<file path="src/rtl/latch_seq_pkg.sv">
// Shared encodings and counter sizing for the latch write sequencer.
// Phase lengths are 1..15 cycles, so a 4-bit down-counter holding length-1 suffices.
package latch_seq_pkg;

    localparam int CNT_W = 4;

    localparam logic [1:0] IDLE  = 2'd0;
    localparam logic [1:0] SETUP = 2'd1;
    localparam logic [1:0] OPEN  = 2'd2;
    localparam logic [1:0] HOLD  = 2'd3;

    typedef enum logic [1:0] {
        ST_IDLE  = IDLE,
        ST_SETUP = SETUP,
        ST_OPEN  = OPEN,
        ST_HOLD  = HOLD
    } state_e;

    typedef logic [CNT_W-1:0] cnt_t;

    // Counter load value for a phase of `len` cycles.
    function automatic cnt_t phase_load(input int unsigned len);
        return cnt_t'(len - 1);
    endfunction

endpackage

</file>
<file path="src/rtl/phase_counter.sv">
// Loadable phase down-counter; holds at zero and flags it.
module phase_counter
    import latch_seq_pkg::*;
(
    input  logic clk,
    input  logic rst,
    input  logic load,
    input  cnt_t load_val,
    output cnt_t value,
    output logic zero
);

    cnt_t cnt_q, cnt_d;

    always_comb begin
        cnt_d = cnt_q;
        if (load)
            cnt_d = load_val;
        else if (cnt_q != '0)
            cnt_d = cnt_q - cnt_t'(1);
    end

    always_ff @(posedge clk) begin
        if (rst)
            cnt_q <= '0;
        else
            cnt_q <= cnt_d;
    end

    assign value = cnt_q;
    assign zero  = (cnt_q == '0);

endmodule

</file>
<file path="src/rtl/latch_write_sequencer.sv">
// Drives a transparent latch bank: present D, pulse En for a fixed window,
// hold D afterwards, then report completion and count finished writes.
module latch_write_sequencer
    import latch_seq_pkg::*;
#(
    parameter int unsigned WIDTH     = 8,
    parameter int unsigned SETUP_CYC = 1,
    parameter int unsigned OPEN_CYC  = 2,
    parameter int unsigned HOLD_CYC  = 1
) (
    input  logic             clk,
    input  logic             rst,
    input  logic [WIDTH-1:0] din,
    input  logic             din_valid,
    output logic             din_ready,
    output logic [WIDTH-1:0] D,
    output logic             En,
    output logic             done,
    output logic [7:0]       wr_count
);

    localparam cnt_t SETUP_LD = phase_load(SETUP_CYC);
    localparam cnt_t OPEN_LD  = phase_load(OPEN_CYC);
    localparam cnt_t HOLD_LD  = phase_load(HOLD_CYC);

    state_e           state_q, state_d;
    logic [WIDTH-1:0] d_q;
    logic             en_q;
    logic [7:0]       wr_count_q;

    logic cnt_load;
    cnt_t cnt_load_val;
    cnt_t cnt_val;
    logic cnt_zero;
    logic accept;

    phase_counter u_phase_counter (
        .clk      (clk),
        .rst      (rst),
        .load     (cnt_load),
        .load_val (cnt_load_val),
        .value    (cnt_val),
        .zero     (cnt_zero)
    );

    assign din_ready = (state_q == ST_IDLE) && !rst;
    assign accept    = din_valid && din_ready;

    // Every transition reloads the counter with the length of the phase being entered.
    always_comb begin
        state_d      = state_q;
        cnt_load     = 1'b0;
        cnt_load_val = '0;
        case (state_q)
            ST_IDLE: begin
                if (accept) begin
                    state_d      = ST_SETUP;
                    cnt_load     = 1'b1;
                    cnt_load_val = SETUP_LD;
                end
            end
            ST_SETUP: begin
                if (cnt_zero) begin
                    state_d      = ST_OPEN;
                    cnt_load     = 1'b1;
                    cnt_load_val = OPEN_LD;
                end
            end
            ST_OPEN: begin
                if (cnt_zero) begin
                    state_d      = ST_HOLD;
                    cnt_load     = 1'b1;
                    cnt_load_val = HOLD_LD;
                end
            end
            ST_HOLD: begin
                if (cnt_zero) begin
                    state_d  = ST_IDLE;
                    cnt_load = 1'b1;
                end
            end
            default: state_d = ST_IDLE;
        endcase
    end

    assign done = (state_q == ST_HOLD) && (cnt_val == '0);

    // En is decoded from next state so it is a clean flop output aligned with OPEN.
    always_ff @(posedge clk) begin
        if (rst) begin
            state_q    <= ST_IDLE;
            d_q        <= '0;
            en_q       <= 1'b0;
            wr_count_q <= '0;
        end else begin
            state_q <= state_d;
            en_q    <= (state_d == ST_OPEN);
            if (accept)
                d_q <= din;
            if (done)
                wr_count_q <= wr_count_q + 8'd1;
        end
    end

    assign D        = d_q;
    assign En       = en_q;
    assign wr_count = wr_count_q;

endmodule

</file>
<file path="config.mk">
export PLATFORM = sky130hd
export DESIGN_NAME = latch_write_sequencer
export DESIGN_NICKNAME = d
export VERILOG_FILES = /design/src/rtl/latch_seq_pkg.sv /design/src/rtl/phase_counter.sv /design/src/rtl/latch_write_sequencer.sv
export SDC_FILE = /design/constraint.sdc
export NUM_CORES = 1
export LEC_CHECK = 0
export ABC_AREA = 0
export CAP_MARGIN = 10
export CORE_UTILIZATION = 47
export DETAILED_ROUTE_END_ITERATION = 6
export PLACE_DENSITY = 0.83
export SYNTH_ARGS = -nofsm -noshare
export SYNTH_HDL_FRONTEND = slang
export SYNTH_HIERARCHICAL = 1
export SYNTH_SLANG_ARGS = --single-unit
</file>
<file path="constraint.sdc">
create_clock -name clk -period 2.4 [get_ports clk]
set_clock_uncertainty 0.1 [all_clocks]
set_input_delay 0.6 -clock clk [delete_from_list [all_inputs] [get_ports clk]]
set_output_delay 0.6 -clock clk [all_outputs]
set_load 0.01 [all_outputs]
</file>
==> metrics.cfg <==
[timing]
setup_ws_ns=0.127
slew_violations=0
hold_viol=0
fmax_mhz=440
min_period_over_period=0.947
setup_violations=0
rsz0062_at_grt=false
fin_crit_ns=2.27

[setup_path]
required_ns=1.70
cp_max_fo=4
startpoint_type=register
path_delay_family=buffers and inverters
cpMaxStageDelayCell=clkdlybuf4s50_1
crit_path_end_kind=output port
path_class=register to output port
cp.arrival_ns=1.57
cpPeakStageDelay_ns=0.55
worstPathCellList=or2_1 > nor2_1 > clkdlybuf4s50_1
crit_buf_inv=1

[yosys]
synth_cell_types=34
synthXorXnorAreaFrac=0.0152
synth-compound-area-share=0.121
yosys-top-cells-count=dfxtp_1, nand2_1, o21ai_1
yosys-mux-area-fraction=0.0489
synth_top_cell_by_area=dfxtp_1
ys.flop_type=dfxtp_1
yosys.area.top_type_share=0.400
ys_seq_area_frac=0.400
ys_ff_latch=23
synth_adder_area_share=0.0217
synth_top_family_by_area=simple AND/OR/NAND/NOR gates
synth_area_um2=1150
async_flop_share=0
yosys.area_share.simple=0.346
synth_edf_count=0
synth_warnings=6
yosys-top-cells-area=dfxtp_1, nand2b_1, nand2_1
synth_area_per_cell_um2=9.06
synth_cells=127
synth_most_common_cell=dfxtp_1

[cts]
htreeDepth=1
cts_tree=done
clk_latency_ns=0.30
clockBufferDepth=2
cts_made_buffers=3
clk_pin_slew_ns=0.12
root_buffer=clkbuf_4
cts_setup_buffers=0
clkSinkCount=23

[min_path]
hold_path_class=register to register

[routing]
ant_nets=0
wire_per_inst_um=12.1
via_per_inst=5.28
drt_iter0_markers=5
vias=1004
drc_errors=0
postRouteWirelength_mm=2.29
drt_pre_antenna_iters=4

[final_layout]
drive_gt1_frac=0.130
multi_input_area_um2=647
area_growth_pct=32.1
fin_nets=176
antenna_cells=0
final_cells=190
fillers=194
seq_area_um2=463

[global_routing]
grt_usage=0.192
first_global_vias=942
overflow=0
antenna_found_initial=0
grt_pass1_wl_mm=3.85
grt_max_degree=29

[run_status]
status=finished clean

[power]
p_switching_mw=0.409
power.density_nw_per_um2=776
power.share.clock=0.147
totalPowerFinal_mw=1.18
swShare=0.346
combPwrFrac=0.417
pwr-share-seq=0.436
leakagePower_nw=0.547
power.internal_mw=0.772
vdd_drop_max_v=0.000603

[die]
io_pins=30
die_area_um2=2650
placeableCoreArea_um2=2250
die_w_um=51.5
rows=17
start_util=0.511
fp.dieH_um=51.5

[place]
pre_cts_ws_ns=-0.0458
port-buffer-count=29
dpl.hpwl_mm=1.74
place_inst=186
gp_congestion=0.861

[job]
cap_violations=0

-- power groups by stage --
stage / clock, mW / combinational (mW) / sequential (mW)
finish: 0.173 / 0.492 / 0.515
global route: 0.200 / 0.544 / 0.528
CTS: 0.184 / 0.497 / 0.514
detailed placement: 0 / 0.498 / 0.523
global placement: 0 / 0.474 / 0.519
floorplan: 0 / 0.327 / 0.524
-- cell type report --
cell class | instances | area share
inverter | 6 | 0.0148
tap | 28 | 0.0230
clock buffer | 4 | 0.0173
multi-input combinational | 95 | 0.426
sequential | 23 | 0.305
timing repair buffer | 34 | 0.215
-- sequential cells by signal, indices dropped and copies added, names as in the netlist --
name	flops
D	8
wr_count	8
u_phase_counter/value	4
state_q	2
En	1
-- worst min-delay path: stages (launching register included) --
cell and delay (ns):
dfxtp_1 0.33, nand2b_1 0.06, o21ai_1 0.05
-- logic make-up (layout without fill, tap and decap cells) --
group	count (synthesis)	in the layout
DFF	23	23
and+or+nand+nor	58	58
adders and majority gates	2	2
other	1	3
xor gates and xnor gates	2	2
AOI/OAI and AO/OA	25	25
muxes	5	5
buffers and inverters	11	44
-- layer usage --
| metal | global-route usage | vias to the layer above | wire (µm) |
|---|---|---|---|
| li1 | - | 509 | - |
| met1 | 0.230 | 471 | 1000 |
| met2 | 0.342 | 22 | 1170 |
| met3 | 0.0263 | 2 | 98 |
| met4 | 0.0811 | 0 | 17 |
| met5 | 0 | - | 0 |
-- final timing paths --
kind / startpoint / slack (ns) / end / cells past startpoint
max: u_phase_counter/value[3]$_SDFFE_PP0P_ / 0.13 / done / 3
min: D[5]$_SDFFE_PP0P_ / 0.37 / D[5]$_SDFFE_PP0P_ / 2
max reg2reg: u_phase_counter/value[0]$_SDFFE_PP0P_ / 0.57 / u_phase_counter/value[0]$_SDFFE_PP0P_ / 8
min reg2reg: D[5]$_SDFFE_PP0P_ / 0.37 / D[5]$_SDFFE_PP0P_ / 2
-- through the flow --
stage | util | TNS (ns) | hold WS (ns) | cell area, µm²
after floorplan | - | 0 | 0.386 | 1160
after global placement | 0.662 | -0.0363 | 0.351 | 1490
after detailed placement | 0.662 | -0.0458 | 0.355 | 1490
after CTS | 0.673 | 0 | 0.376 | 1520
after global routing | 0.674 | 0 | 0.396 | 1520
final | 0.674 | 0 | 0.374 | 1520
-- timing repair --
action,4_1_cts,5_1_grt
endpoints found under the hold margin,0,0
hold buffers,0,0
setup endpoints to repair,1,1
gates resized for setup,1,2
-- cell usage in the layout (no fill, tap or decap), types with 3 or more instances in the layout --
master           instances
o21ai_1                 10
a21oi_1                  7
nor2_1                   6
buf_4                    5
nor2b_1                  5
nor3_1                   3
clkdlybuf4s50_1         28
conb_1                   3
inv_1                    6
clkbuf_4                 3
o31ai_1                  3
nand3_1                  3
or4_1                    3
nand2b_1                 9
nand2_1                 14
mux2_2                   3
dfxtp_1                 21
Power figures use the tool's default switching activity.
